[src/rtl/seg7_scan_ctrl_if.sv]
// seg7_scan_ctrl_if
//   Load bus for the 7-segment scan controller.
//   master drives the bus and the controller (slave) samples it.
//   Signals:
//     cs       load strobe, one clk wide
//     i_data   4*DIGITS hex nibbles, digit k = i_data[4k+3:4k]
//     i_dp     per-digit decimal point, 1 = lit
//     i_blank  per-digit force-dark, 1 = blank (dp also dark)
interface seg7_scan_ctrl_if #(
  parameter int DIGITS = 8
);
  logic                  cs;
  logic [4*DIGITS-1:0]   i_data;
  logic [DIGITS-1:0]     i_dp;
  logic [DIGITS-1:0]     i_blank;

  modport master (output cs, i_data, i_dp, i_blank);
  modport slave  (input  cs, i_data, i_dp, i_blank);
endinterface

[src/rtl/seg7_scan_ctrl.sv]
// seg7_scan_ctrl
//   Multiplexed 7-segment display driver. Holds DIGITS hex nibbles with
//   per-digit dp/blank flags, scans one digit per 2**DIV_W clk cycles, and
//   supports leading-zero suppression and tear-free frame-synchronous loading.
//   Optional brightness PWM is compiled in when SEG7_DIM_EN is defined.
// Parameters:
//   DIGITS     digits scanned (2..16)
//   DIV_W      prescaler width, one digit slot = 2**DIV_W clk cycles (>= 4)
//   SYNC_LOAD  1: loads commit at frame wrap; 0: commit on the cs clk
// Ports:
//   clk        system clock
//   reset_n    asynchronous active-low reset
//   ld         load bus (slave): cs, i_data, i_dp, i_blank
//   lz_en      leading-zero suppression enable (live)
//   i_bright   PWM duty 0..15 (SEG7_DIM_EN only)
//   o_seg      active-low {dp,g,f,e,d,c,b,a}
//   o_sel      active-low one-hot digit select
//   o_frame    one-clk pulse after the scan wraps from DIGITS-1 to 0
module seg7_scan_ctrl #(
  parameter int DIGITS    = 8,
  parameter int DIV_W     = 15,
  parameter bit SYNC_LOAD = 1'b1
) (
  input  logic               clk,
  input  logic               reset_n,
  seg7_scan_ctrl_if.slave    ld,
  input  logic               lz_en,
`ifdef SEG7_DIM_EN
  input  logic [3:0]         i_bright,
`endif
  output logic [7:0]         o_seg,
  output logic [DIGITS-1:0]  o_sel,
  output logic               o_frame
);

  localparam int AW = $clog2(DIGITS);
  localparam logic [AW-1:0] LAST = AW'(DIGITS - 1);

  logic [DIV_W-1:0]     cnt_q, cnt_d;
  logic [AW-1:0]        addr_q, addr_d;
  logic [4*DIGITS-1:0]  pend_data_q, pend_data_d;
  logic [DIGITS-1:0]    pend_dp_q, pend_dp_d;
  logic [DIGITS-1:0]    pend_blank_q, pend_blank_d;
  logic [4*DIGITS-1:0]  disp_data_q, disp_data_d;
  logic [DIGITS-1:0]    disp_dp_q, disp_dp_d;
  logic [DIGITS-1:0]    disp_blank_q, disp_blank_d;
  logic [7:0]           seg_q, seg_d;
  logic [DIGITS-1:0]    sel_q, sel_d;
  logic                 frame_q, frame_d;

  logic                 tick;
  logic                 wrap;
  logic [DIGITS-1:0]    tail_zero;
  logic                 tz_run;
  logic [3:0]           cur_nib;

  function automatic logic [7:0] hex7(input logic [3:0] n);
    logic [7:0] s;
    case (n)
      4'h0: s = 8'hC0;
      4'h1: s = 8'hF9;
      4'h2: s = 8'hA4;
      4'h3: s = 8'hB0;
      4'h4: s = 8'h99;
      4'h5: s = 8'h92;
      4'h6: s = 8'h82;
      4'h7: s = 8'hF8;
      4'h8: s = 8'h80;
      4'h9: s = 8'h90;
      4'hA: s = 8'h88;
      4'hB: s = 8'h83;
      4'hC: s = 8'hC6;
      4'hD: s = 8'hA1;
      4'hE: s = 8'h86;
      default: s = 8'h8E;
    endcase
    return s;
  endfunction

  // Scan timing
  always_comb begin
    tick   = &cnt_q;
    wrap   = tick && (addr_q == LAST);
    cnt_d  = cnt_q + 1'b1;
    addr_d = addr_q;
    if (tick) begin
      addr_d = wrap ? '0 : addr_q + 1'b1;
    end
    frame_d = wrap;
  end

  // Load path. In sync mode, a cs landing on the wrap clk goes straight to
  // the display so it is not delayed by a whole frame.
  always_comb begin
    pend_data_d  = pend_data_q;
    pend_dp_d    = pend_dp_q;
    pend_blank_d = pend_blank_q;
    disp_data_d  = disp_data_q;
    disp_dp_d    = disp_dp_q;
    disp_blank_d = disp_blank_q;
    if (SYNC_LOAD) begin
      if (ld.cs) begin
        pend_data_d  = ld.i_data;
        pend_dp_d    = ld.i_dp;
        pend_blank_d = ld.i_blank;
      end
      if (wrap) begin
        disp_data_d  = ld.cs ? ld.i_data  : pend_data_q;
        disp_dp_d    = ld.cs ? ld.i_dp    : pend_dp_q;
        disp_blank_d = ld.cs ? ld.i_blank : pend_blank_q;
      end
    end else if (ld.cs) begin
      disp_data_d  = ld.i_data;
      disp_dp_d    = ld.i_dp;
      disp_blank_d = ld.i_blank;
    end
  end

  // tail_zero[k]: digits k..DIGITS-1 are all zero, dp off and not blanked.
  always_comb begin
    tail_zero = '0;
    tz_run    = 1'b1;
    for (int k = DIGITS - 1; k >= 0; k--) begin
      tz_run = tz_run & (disp_data_q[4*k +: 4] == 4'h0) & ~disp_dp_q[k] & ~disp_blank_q[k];
      tail_zero[k] = tz_run;
    end
  end

  // Output decode
  always_comb begin
    cur_nib = disp_data_q[{addr_q, 2'b00} +: 4];
    seg_d   = 8'hFF;
    if (!disp_blank_q[addr_q] && !(lz_en && (addr_q != '0) && tail_zero[addr_q])) begin
      seg_d = hex7(cur_nib);
      if (disp_dp_q[addr_q]) begin
        seg_d[7] = 1'b0;
      end
    end
`ifdef SEG7_DIM_EN
    // Duty is taken from the top prescaler bits so it spans each digit slot.
    if (cnt_q[DIV_W-1 -: 4] >= i_bright) begin
      seg_d = 8'hFF;
    end
`endif
    sel_d = ~(DIGITS'(1) << addr_q);
  end

  always_ff @(posedge clk or negedge reset_n) begin
    if (!reset_n) begin
      cnt_q        <= '0;
      addr_q       <= '0;
      pend_data_q  <= '0;
      pend_dp_q    <= '0;
      pend_blank_q <= '0;
      disp_data_q  <= '0;
      disp_dp_q    <= '0;
      disp_blank_q <= '0;
      seg_q        <= 8'hFF;
      sel_q        <= '1;
      frame_q      <= 1'b0;
    end else begin
      cnt_q        <= cnt_d;
      addr_q       <= addr_d;
      pend_data_q  <= pend_data_d;
      pend_dp_q    <= pend_dp_d;
      pend_blank_q <= pend_blank_d;
      disp_data_q  <= disp_data_d;
      disp_dp_q    <= disp_dp_d;
      disp_blank_q <= disp_blank_d;
      seg_q        <= seg_d;
      sel_q        <= sel_d;
      frame_q      <= frame_d;
    end
  end

  assign o_seg   = seg_q;
  assign o_sel   = sel_q;
  assign o_frame = frame_q;

endmodule
[src/flat_wrapper.sv]
// flat-port wrapper written by rule: the top's interface ports become plain ports
module seg7_scan_ctrl_flat 
#(
  parameter int DIGITS    = 8,
  parameter int DIV_W     = 15,
  parameter bit SYNC_LOAD = 1'b1
)
  (clk, reset_n, lz_en, o_seg, o_sel, o_frame, ld_cs, ld_i_data, ld_i_dp, ld_i_blank);
  seg7_scan_ctrl_if #(.DIGITS(DIGITS)) ld_i ();
  input  logic clk;
  input  logic reset_n;
  input  logic lz_en;
  output logic [7:0] o_seg;
  output logic [DIGITS-1:0] o_sel;
  output logic o_frame;
  input wire logic [$bits(ld_i.cs)-1:0] ld_cs;
  input wire logic [$bits(ld_i.i_data)-1:0] ld_i_data;
  input wire logic [$bits(ld_i.i_dp)-1:0] ld_i_dp;
  input wire logic [$bits(ld_i.i_blank)-1:0] ld_i_blank;
  assign ld_i.cs = ld_cs;
  assign ld_i.i_data = ld_i_data;
  assign ld_i.i_dp = ld_i_dp;
  assign ld_i.i_blank = ld_i_blank;
  seg7_scan_ctrl #(.DIGITS(DIGITS), .DIV_W(DIV_W), .SYNC_LOAD(SYNC_LOAD)) u_core (.clk(clk), .reset_n(reset_n), .ld(ld_i), .lz_en(lz_en), .o_seg(o_seg), .o_sel(o_sel), .o_frame(o_frame));
endmodule
[config.mk]
export PLATFORM = sky130hd
export DESIGN_NAME = seg7_scan_ctrl_flat
export DESIGN_NICKNAME = d
export VERILOG_FILES = /design/src/rtl/seg7_scan_ctrl_if.sv /design/src/rtl/seg7_scan_ctrl.sv /design/src/flat_wrapper.sv
export SDC_FILE = /design/constraint.sdc
export NUM_CORES = 1
export LEC_CHECK = 0
export ABC_AREA = 1
export BUFFER_PORTS_ARGS = -buffer_cell sky130_fd_sc_hd__buf_4
export CAP_MARGIN = 20
export CORE_MARGIN = 4
export CORE_UTILIZATION = 38
export CTS_CLUSTER_DIAMETER = 200
export DETAILED_ROUTE_END_ITERATION = 7
export GPL_ROUTABILITY_DRIVEN = 1
export PLACE_DENSITY = 0.57
export SLEW_MARGIN = 20
export SYNTH_ARGS = -nofsm -noshare
export SYNTH_HDL_FRONTEND = slang
export SYNTH_SLANG_ARGS = --single-unit
[constraint.sdc]
create_clock -name clk -period 2.6 [get_ports clk]
set_input_delay 0.52 -clock clk [delete_from_list [all_inputs] [get_ports clk]]
set_output_delay 0.52 -clock clk [all_outputs]
set_load 0.02 [all_outputs]
==> results.md <==
- Status: complete, no violations
- Setup Fix Bufs, Post-CTS: 0
- Routability Congestion: 0.891
- Layout cells sized above 1: 0.266
- Initial antenna violation count: 0
- Fin. Hold Viols: 0
- Nets: 766
- Crit-path max FO: 25
- Post-Route Skew: between 10 and 15 ps
- Mapped Cells: between 600 and 700
- Total of max-cap violations: 0
- Vias: 4383
- Drt drc: 0
- Cell area after placement: between 6000 and 7000 um2
- Synth Register Bits: around 130
- Largest family of logic cells by synthesized area: simple AND/OR/NAND/NOR gates
- Post-route cell area: roughly 7300 um2
- Die Span X: 134 um
- Slew @ Worst Pin: around 590 ps
- RSZ-0062 raised after global routing: no
- Drt initial violations: 243
- Area of the core: between 15000 and 20000 um2
- Dpl ws: 543 ps
- GR peak layer: met2
- Synth cell types: 33
- Share of total power in combinational logic: 0.049
- Synth-to-Final Area Change: 22.3%
- Post-Route WL: approximately 13000 um
- Relative slew margins: 0.604
- Post-Synth Simple-Gate Area: 0.180
- Setup TNS: 0 ps
- Data arrival, critical path: roughly 2400 ps
- Synth Area in Compound Gates: 0.0723
- Mux cell area share after synthesis: 0.0900
- Slew Limit Fails: 0
- Lkg Pwr: ~0.0034 uW
- # diodes: 0
- Mean Syn Cell Area: 9.58 um2
- First-pass DRT Iterations: 6
- Clock tree buffer depth: 2
- GR Util met3: 0.0370
- Final Core Density: 0.478
- Clock share of power: 0.496
- Skew-Pair Late Insertion Delay: around 400 ps
- Finish-stage setup viols: 0
- Grt total ovfl: 0
- Min cycle time layout: between 2000 and 2500 ps
- Die Ht: between 100 and 150 um
- Final HPWL DP: 9810 um
- First-pass GRT wire length: 22900 um
- Class of the worst hold path: in2async
- M1 GR Usage: 0.214
- Pwr Density: 637 nW/um2
- Cts-stage hold buffer count: 0
- CTS Buf Count: 17
- Switching power: 941 uW
- WP data required: ~2900 ps
- Final period util: 0.798
- Syn Std Cell Area: between 6000 and 7000 um2
- Setup ws final: about 530 ps
- F_max: roughly 480 MHz
- Clock slew at reported path FFs: 50 ps
- Die area: roughly 18000 um2
- Routed Antenna Nets: 0
- Sw Share: 0.201
- CTS tree: done
- Crit start category: flop
- Pin count of the biggest net entering global routing: roughly 50
- Initial core utilization: 0.391
- Post-Layout Cell Count: 924
- Reg power frac: 0.455
- GR Util met2: 0.257
- CTS Sinks: ~130
- Internal: around 3700 uW
- Vias in the first global route: 4599
- Total GRT Usage: 0.161
- Fill cell count: around 1500
- Fraction of the yosys area taken by sequential cells: 0.549
- CTS Root Cell: clkbuf_16
- Warnings, synthesis: 0
- VDD IR max: between 0.3 and 0.4 mV
- IO Count: around 70
- Post_cts resized: 0
- Worst setup EP type: flop
- Synth Area in Adders: 0.0271
- Placed Cells: roughly 890
- Drt wl/cell: about 15 um
- CP Class: reg2reg
- XOR/XNOR Fraction of Synth Area: 0.0190
- Syn Nets: between 600 and 700
- DR vias/cell: roughly 4.7
- Port Buffers: slightly below 70
- Htree depth: 4
- # rows: 45
metal layers:
layer,part of all wire,wire (um)
met5,0,0
met2,0.47,6270
met1,0.47,6360
met3,0.043,579
met4,0.016,214
cell usage after synthesis:
cell type / n / area [um2]
nand2_1: 163 / 612
dfrtp_1: 115 / 2880
inv_1: 58 / 218
o21ai_0: 53 / 265
nand3_1: 49 / 245
mux2_2: 48 / 541
nor2_1: 34 / 128
dfstp_2: 16 / 420
ha_1: 13 / 163
buf_2: 12 / 60.1
o21ai_2: 11 / 96.3
xor2_1: 11 / 96.3
a21oi_1: 9 / 45.0
clkbuf_1: 6 / 22.5
nand4_1: 4 / 25.0
buf_4: 3 / 22.5
buf_6: 3 / 33.8
inv_2: 2 / 7.51
nand2_2: 2 / 12.5
xnor2_1: 2 / 17.5
a22oi_1: 1 / 7.51
buf_1: 1 / 3.75
clkbuf_2: 1 / 5.00
clkinv_1: 1 / 3.75
nand3_2: 1 / 10.0
nor2_2: 1 / 6.26
nor2_4: 1 / 11.3
nor2_8: 1 / 20.0
nor3_1: 1 / 5.00
nor4_1: 1 / 6.26
o211ai_1: 1 / 7.51
o21ai_1: 1 / 5.00
o31ai_1: 1 / 7.51
sequential cells by signal, indices dropped and copies added (netlist names):
signal               cells
u_core.disp_blank_q      8
u_core.pend_data_q      32
u_core.o_frame           1
u_core.pend_blank_q      8
u_core.cnt_q            15
u_core.addr_q            3
u_core.pend_dp_q         8
u_core.o_sel             8
u_core.disp_dp_q         8
u_core.disp_data_q      32
u_core.o_seg             8
logic make-up (layout without fill, tap and decap cells):
family | count (synthesis) | count (layout)
compound gates | 77 | 77
xor+xnor | 13 | 13
fa+ha+maj | 13 | 13
buf+inv | 87 | 173
flops | 131 | 131
mux | 48 | 48
simple gates | 258 | 258
final cells by class:
| cell class | instances | area (um2) | share of cell area |
|---|---|---|---|
| repair buffers | 81 | 646 | 0.0879 |
| inverters | 61 | 229 | 0.0312 |
| clock buffers | 26 | 499 | 0.0680 |
| clock inverters | 5 | 77.6 | 0.0106 |
| well taps | 211 | 264 | 0.0359 |
| multi-input cells | 409 | 2330 | 0.317 |
| flip-flops and latches | 131 | 3300 | 0.449 |
power groups by stage:
stage | logic [uW] | clock network, uW | registers (uW)
3_3_place_gp | 227 | 0 | 2160
5_1_grt | 256 | 2480 | 2140
2_1_floorplan | 105 | 0 | 2160
6_report | 228 | 2320 | 2130
3_5_place_dp | 233 | 0 | 2170
4_1_cts | 235 | 2380 | 2130
critical path, stage by stage, from the launching register on:
cell     delay [ps]
dfrtp_1         380
inv_2           300
nand2_1         120
nand3_1          90
nand2_1          70
o21ai_0         380
ha_1            310
nand3_1         100
nand3_1          90
nand2_1          80
inv_1            30
nand3_1          50
cells in the final DEF, fill, tap and decap left out, drive strengths merged:
master / netlist / routed
nor3: 1 / 1
clkinvlp: 0 / 1
o21ai: 65 / 65
dfstp: 16 / 16
mux2: 48 / 48
xor2: 11 / 11
a21oi: 9 / 9
nand4: 4 / 4
clkinv: 1 / 3
nand3: 50 / 50
nor4: 1 / 1
bufinv: 0 / 2
nor2: 37 / 37
nand2: 165 / 165
buf: 19 / 81
o211ai: 1 / 1
dfrtp: 115 / 115
o31ai: 1 / 1
inv: 60 / 60
clkbuf: 7 / 26
ha: 13 / 13
a22oi: 1 / 1
xnor2: 2 / 2
metrics by stage:
stage               hold WS (ps)  total power [uW]
global placement             434              2390
global route                 148              4880
detailed placement           444              2400
finish                       110              4680
CTS                          118              4740
floorplan                    224              2270
worst paths after layout:
check / start / endpoint / slack [ps] / cells after the start
min in group clk: ld_i_blank[4] / u_core.pend_blank_q[4]$_DFF_PN0_ / 360 / 2
setup reg to reg: u_core.addr_q[0]$_DFFE_PN0P_ / u_core.o_seg[3]$_DFF_PN1_ / 530 / 11
hold reg to reg: u_core.cnt_q[0]$_DFF_PN0_ / u_core.cnt_q[0]$_DFF_PN0_ / 450 / 1
max in group asynchronous: reset_n / u_core.o_seg[7]$_DFF_PN1_ / 1700 / 2
setup / recovery: u_core.addr_q[0]$_DFFE_PN0P_ / u_core.o_seg[3]$_DFF_PN1_ / 530 / 11
hold / removal: reset_n / u_core.pend_blank_q[6]$_DFF_PN0_ / 110 / 1
Power figures use the tool's default switching activity.
